**src/rtl/wb_trace_buffer.sv**
```systemverilog
// Writeback commit trace FIFO with HALT and no-commit watchdog detection; TRACE_FILTER_X0_EN drops rd==x0 commits.
// Latency: 1 cycle commit->rd_valid. Backpressure: rd_ready stalls the head; a full buffer drops commits and sets overflow.
module wb_trace_buffer #(
   parameter int XLEN           = 32,
   parameter int DEPTH          = 16,
   parameter int TIMEOUT_CYCLES = 5000
) (
   input  logic                     clk,
   input  logic                     rst,
   input  logic                     wb_valid,
   input  logic [XLEN-1:0]          wb_pc,
   input  logic [31:0]              wb_inst,
   input  logic [4:0]               wb_rd,
   input  logic [XLEN-1:0]          wb_data,
   input  logic                     halt_in,
   input  logic                     rd_ready,
   output logic                     rd_valid,
   output logic [XLEN-1:0]          rd_pc,
   output logic [31:0]              rd_inst,
   output logic [4:0]               rd_rd,
   output logic [XLEN-1:0]          rd_data,
   output logic [$clog2(DEPTH):0]   count,
   output logic                     overflow,
   output logic                     halted,
   output logic                     timeout,
   output logic                     done
);

   localparam int PW = $clog2(DEPTH);
   localparam int CW = PW + 1;
   localparam int WW = $clog2(TIMEOUT_CYCLES + 1);
   localparam logic [WW-1:0] WD_LIMIT = WW'(TIMEOUT_CYCLES - 1);
   localparam logic [CW-1:0] FULL_CNT = CW'(DEPTH);

   typedef enum logic [1:0] {S_IDLE, S_RUN, S_HALTED, S_TIMEOUT} state_t;

   typedef struct packed {
      logic [XLEN-1:0] pc;
      logic [31:0]     inst;
      logic [4:0]      rd;
      logic [XLEN-1:0] data;
   } entry_t;

   entry_t        mem_q [DEPTH];
   entry_t        wr_entry;
   entry_t        head;

   state_t        state_q, state_d;
   logic [PW-1:0] wr_ptr_q, wr_ptr_d;
   logic [PW-1:0] rd_ptr_q, rd_ptr_d;
   logic [CW-1:0] count_q, count_d;
   logic [WW-1:0] wdog_q, wdog_d;
   logic          overflow_q, overflow_d;

   logic          rd_ok;
   logic          cap;
   logic          pop;
   logic          full;
   logic          push_ok;

`ifdef TRACE_FILTER_X0_EN
   assign rd_ok = (wb_rd != 5'd0);
`else
   assign rd_ok = 1'b1;
`endif

   assign cap      = wb_valid && (wb_pc != '0) && rd_ok &&
                     ((state_q == S_IDLE) || (state_q == S_RUN));
   assign full     = (count_q == FULL_CNT);
   assign pop      = rd_valid && rd_ready;
   // When full, a same-cycle pop frees the head slot the write pointer aliases.
   assign push_ok  = cap && (!full || pop);

   assign wr_entry = '{pc: wb_pc, inst: wb_inst, rd: wb_rd, data: wb_data};
   assign head     = mem_q[rd_ptr_q];

   always_comb begin
      state_d    = state_q;
      wr_ptr_d   = wr_ptr_q;
      rd_ptr_d   = rd_ptr_q;
      count_d    = count_q;
      wdog_d     = wdog_q;
      overflow_d = overflow_q;

      if (push_ok) begin
         wr_ptr_d = wr_ptr_q + 1'b1;
      end
      if (pop) begin
         rd_ptr_d = rd_ptr_q + 1'b1;
      end
      if (push_ok && !pop) begin
         count_d = count_q + 1'b1;
      end else if (!push_ok && pop) begin
         count_d = count_q - 1'b1;
      end
      if (cap && !push_ok) begin
         overflow_d = 1'b1;
      end

      if ((state_q != S_RUN) || cap) begin
         wdog_d = '0;
      end else if (wdog_q != WD_LIMIT) begin
         wdog_d = wdog_q + 1'b1;
      end

      case (state_q)
         S_IDLE: begin
            if (halt_in) begin
               state_d = S_HALTED;
            end else if (cap) begin
               state_d = S_RUN;
            end
         end
         S_RUN: begin
            if (halt_in) begin
               state_d = S_HALTED;
            end else if (!cap && (wdog_q == WD_LIMIT)) begin
               state_d = S_TIMEOUT;
            end
         end
         default: state_d = state_q;
      endcase
   end

   always_ff @(posedge clk) begin
      if (!rst) begin
         state_q    <= S_IDLE;
         wr_ptr_q   <= '0;
         rd_ptr_q   <= '0;
         count_q    <= '0;
         wdog_q     <= '0;
         overflow_q <= 1'b0;
      end else begin
         state_q    <= state_d;
         wr_ptr_q   <= wr_ptr_d;
         rd_ptr_q   <= rd_ptr_d;
         count_q    <= count_d;
         wdog_q     <= wdog_d;
         overflow_q <= overflow_d;
      end
   end

   // Storage is deliberately left out of reset; the pointers define what is live.
   always_ff @(posedge clk) begin
      if (rst && push_ok) begin
         mem_q[wr_ptr_q] <= wr_entry;
      end
   end

   assign rd_valid = (count_q != '0);
   assign rd_pc    = head.pc;
   assign rd_inst  = head.inst;
   assign rd_rd    = head.rd;
   assign rd_data  = head.data;
   assign count    = count_q;
   assign overflow = overflow_q;
   assign halted   = (state_q == S_HALTED);
   assign timeout  = (state_q == S_TIMEOUT);
   assign done     = ((state_q == S_HALTED) || (state_q == S_TIMEOUT)) && (count_q == '0);

endmodule

```
**config.mk**
```make
export PLATFORM = sky130hd
export DESIGN_NAME = wb_trace_buffer
export DESIGN_NICKNAME = d
export VERILOG_FILES = /design/src/rtl/wb_trace_buffer.sv
export SDC_FILE = /design/constraint.sdc
export NUM_CORES = 1
export LEC_CHECK = 0
export ABC_AREA = 0
export ABC_CLOCK_PERIOD_IN_PS = 3800
export CORE_ASPECT_RATIO = 1.75
export CORE_UTILIZATION = 55
export CTS_CLUSTER_DIAMETER = 120
export DETAILED_ROUTE_END_ITERATION = 10
export PLACE_DENSITY = 0.76
export SYNTH_ARGS = -nofsm -noshare
export SYNTH_HDL_FRONTEND = slang
export SYNTH_SLANG_ARGS = --single-unit
```
**constraint.sdc**
```tcl
create_clock -name clk -period 3.8 [get_ports clk]
set_input_delay 0.38 -clock clk [delete_from_list [all_inputs] [get_ports clk]]
set_output_delay 0.38 -clock clk [all_outputs]
set_load 0.01 [all_outputs]
```
==> results by group, run 1 <==
Outcome
  – Status: finished, final reports clean

Worst setup path
  – Critical Path Max Stage Delay: 0.51 ns
  – Max FO, Critical Path: 20
  – Critical Setup Path Class: reg -> out
  – Startpoint Class: register
  – Worst EP required: 3.42 ns
  – R2R depth: 12
  – Reg-to-reg startpoint: count[0]$_SDFFE_PN0P_
  – Crit-path cells: buf_12 -> buf_16 -> buf_16 -> mux4_2 -> mux4_2 -> clkdlybuf4s50_1
  – Critical path arrival: 3.34 ns
  – CP endpoint: rd_inst[31]
  – FF-to-FF setup slack: 0.72 ns
  – Crit-path slowest cell: mux4_2
  – Reg2reg end: count[4]$_SDFFE_PN0P_
  – Worst setup EP type: primary output

Die
  – Die area: 115000 um^2
  – Die X: 256 um
  – Std cell rows: 163
  – Ports: 217
  – Initial Utilization: 55.3%
  – Core Area: 113000 um^2
  – Die Height: 447 um

Synth
  – Synth Instances: 2429
  – Yosys reg bits: 1649
  – Ys Warns: 0
  – Syn avg cell area: 25.7 um^2
  – Mapped cell area: 62300 um^2
  – Syn Nets: 2546
  – Post-synthesis sequential area ratio: 78.9%
  – Netlist cell types: 39

Timing
  – Crit share post-route: 97.9%
  – RSZ-0062 raised after global routing: true
  – Setup TNS: 0 ns
  – Fmax: 0.269 GHz
  – Fin crit period: 3.72 ns
  – Setup-failing EPs final: 0
  – Worst-Margin Slew: 0.866 ns
  – Clk_skew: 0.0364 ns
  – Hold WS: 0.229 ns
  – Post-route setup slack: 0.0788 ns
  – Final Hold Vio Count: 0
  – Final Max Tran Viols: 0
  – Relative max-transition margin: 41.7%

Cells and area
  – Area grow syn2layout: 16.5%
  – Fin nets: 2949
  – Final Cell Area: 72600 um^2
  – Layout cells sized above 1: 29.9%
  – Fill count: 6983

Clock tree
  – Sink Count: 1649
  – CTS buffer count: 141
  – CTS tree: done
  – H-Tree Level Count: 4
  – Clk pin slew, worst setup/hold paths: 0.07 ns
  – Insertion delay to the later sink of the worst-skew pair: 0.77 ns
  – Clock tree buffer depth: 3
  – Root buf cell: clkbuf_16

GRT
  – Gr busiest metal: met2
  – GR Layer Usage met2: 46.5%
  – Met1 usage: 31.9%
  – Global-route wire length before repair: 212 mm
  – Met3 usage: 4.76%
  – Global route total overflow: 0
  – Vias in the first global route: 30.6k
  – Tot GR Track Use: 26.2%
  – Largest net degree at the start of global routing: 64
  – Initial antenna violation count: 11

Placement
  – DP Area: 67800 um^2
  – Gpl congestion: 0.769
  – Dpl hpwl: 78.5 mm
  – IO buf count: 216
  – Place WS: -0.271 ns

Drt
  – Initial DRC count: 3004
  – Final WL: 146 mm
  – DR vias: 28.3k
  – DR WL/cell: 33.1 um
  – Via density: 6.39
  – Post-route ant nets: 0
  – Post-route DRC: 0
  – First-pass DRT Iterations: 7

Power
  – Peak VDD IR: 0.501 mV
  – Leakage: 0.0222 uW
  – Pwr dens: 578 nW/um^2

Min path
  – Hold WC Path Type: in -> reg

Flow run
  – Max-cap violations: 0
-- cell usage after synthesis --
cell	n	share of area [%]
mux2i_1	6	0.096
buf_6	40	0.72
o221a_2	1	0.018
clkinv_1	1	0.0060
o31ai_1	1	0.012
nand3b_1	1	0.012
or3_1	3	0.030
and3_1	17	0.17
o41ai_1	1	0.014
xnor2_1	3	0.042
nor4_1	9	0.090
nor2_1	32	0.19
buf_2	8	0.064
inv_1	8	0.048
nand2b_1	2	0.020
o21ai_0	2	0.016
and4_1	1	0.014
fa_1	1	0.032
a31oi_1	1	0.010
or4_1	1	0.012
edfxtp_1	1616	78
mux4_2	505	18
o21ai_1	1	0.0080
buf_1	18	0.11
nor3_1	3	0.024
nand4_1	6	0.060
a21o_1	2	0.024
o21a_1	1	0.012
a21oi_1	5	0.040
dfxtp_1	33	1.1
and2_1	2	0.020
xor2_1	13	0.18
clkbuf_1	50	0.30
nand2_1	12	0.072
ha_1	10	0.20
nand3_1	10	0.080
a21boi_0	1	0.012
nor4bb_1	1	0.016
o311ai_0	1	0.014
-- what timing repair did --
action / 4_1_cts / 5_1_grt
setup endpoints to repair: 68 / 29
pin swaps: 0 / 0
cloned: 4 / 3
buffers inserted: 3 / 0
gates resized for setup: 27 / 25
hold buffers: 0 / 0
-- area by class of cell --
cell class	count	area (um^2)	share of cell area, %
antenna	8	20.0	0.0276
clock buffer	174	3760	5.18
clock inverter	74	684	0.943
inverter	9	33.8	0.0465
multi-input combinational	655	12400	17.1
sequential	1649	49200	67.8
tap	1485	1860	2.56
timing repair buffer	376	4640	6.39
-- layout by cell type, fill, tap and decap left out, types with 18 or more instances in the layout --
cell type,netlist,layout
edfxtp_1,1616,1616
mux4_2,505,505
clkdlybuf4s50_1,0,182
clkbuf_16,0,149
buf_12,0,74
buf_4,0,66
nor2_1,32,32
clkinv_1,1,29
dfxtp_1,33,29
clkbuf_1,50,28
clkinv_2,0,18
dlymetal6s2s_1,0,18
-- worst max-delay path: cells and delay by family, from the launching register on --
kind,cells,cell delay (ns)
flops,1,0.39
mux,2,1.00
buf+inv,4,1.12
-- layer usage --
| metal | share of wire [%] | vias to the layer above |
|---|---|---|
| li1 | - | 11400 |
| met1 | 35 | 15100 |
| met2 | 54 | 1455 |
| met3 | 7.6 | 290 |
| met4 | 3.4 | 8 |
| met5 | 0.031 | - |
-- where the power goes --
group	switching [uW]	leakage (uW)	total (uW)	internal, uW
registers	97.4	0.0148	20200	20100
logic	3380	0.00523	7610	4230
clock network	6340	0.00216	14100	7800
total	9820	0.0222	42000	32100
-- cells by family after synthesis --
group,synth area share (%)
flops,78.9
mux,18.4
buf+inv,1.25
simple gates,0.815
compound gates,0.181
xor+xnor,0.225
fa+ha+maj,0.233
-- registers in the layout, summed over array words and instances, names as in the netlist, named ones only --
register	flops
wr_ptr_q	4
count	5
overflow	1
rd_ptr_q	4
wdog_q	13
mem_q	1616
state_q	2
-- metrics by stage --
stage	utilization (%)	power, uW	cells
2_1_floorplan	-	25600	2429
3_3_place_gp	60.2	27800	4164
3_5_place_dp	60.2	28000	4164
4_1_cts	64.4	42200	4419
5_1_grt	64.5	43200	4427
6_report	64.5	42000	4430
-- how the worst min path moves through the flow --
stage / from / end / slack (ns) / depth (start not counted)
5_1_grt: halt_in / state_q[1]$_SDFFE_PN0P_ / 0.23 / 3
3_5_place_dp: overflow$_SDFFE_PN0P_ / overflow$_SDFFE_PN0P_ / 0.47 / 1
4_1_cts: halt_in / state_q[1]$_SDFFE_PN0P_ / 0.17 / 3
3_3_place_gp: rd_ptr_q[3]$_SDFFE_PN0N_ / register / 0.46 / 2
6_report: halt_in / state_q[1]$_SDFFE_PN0P_ / 0.23 / 3
2_1_floorplan: wdog_q[3]$_SDFFE_PP0N_ / wdog_q[3]$_SDFFE_PP0N_ / 0.45 / 2
(Power assumes the default switching activity.)
==> run 2, diff against run 1 <==
GPL_TIMING_DRIVEN = 1   (was not set)
==> results of run 2 <==
Same layout as run 1: the final DEF is identical, and so are final timing and power.
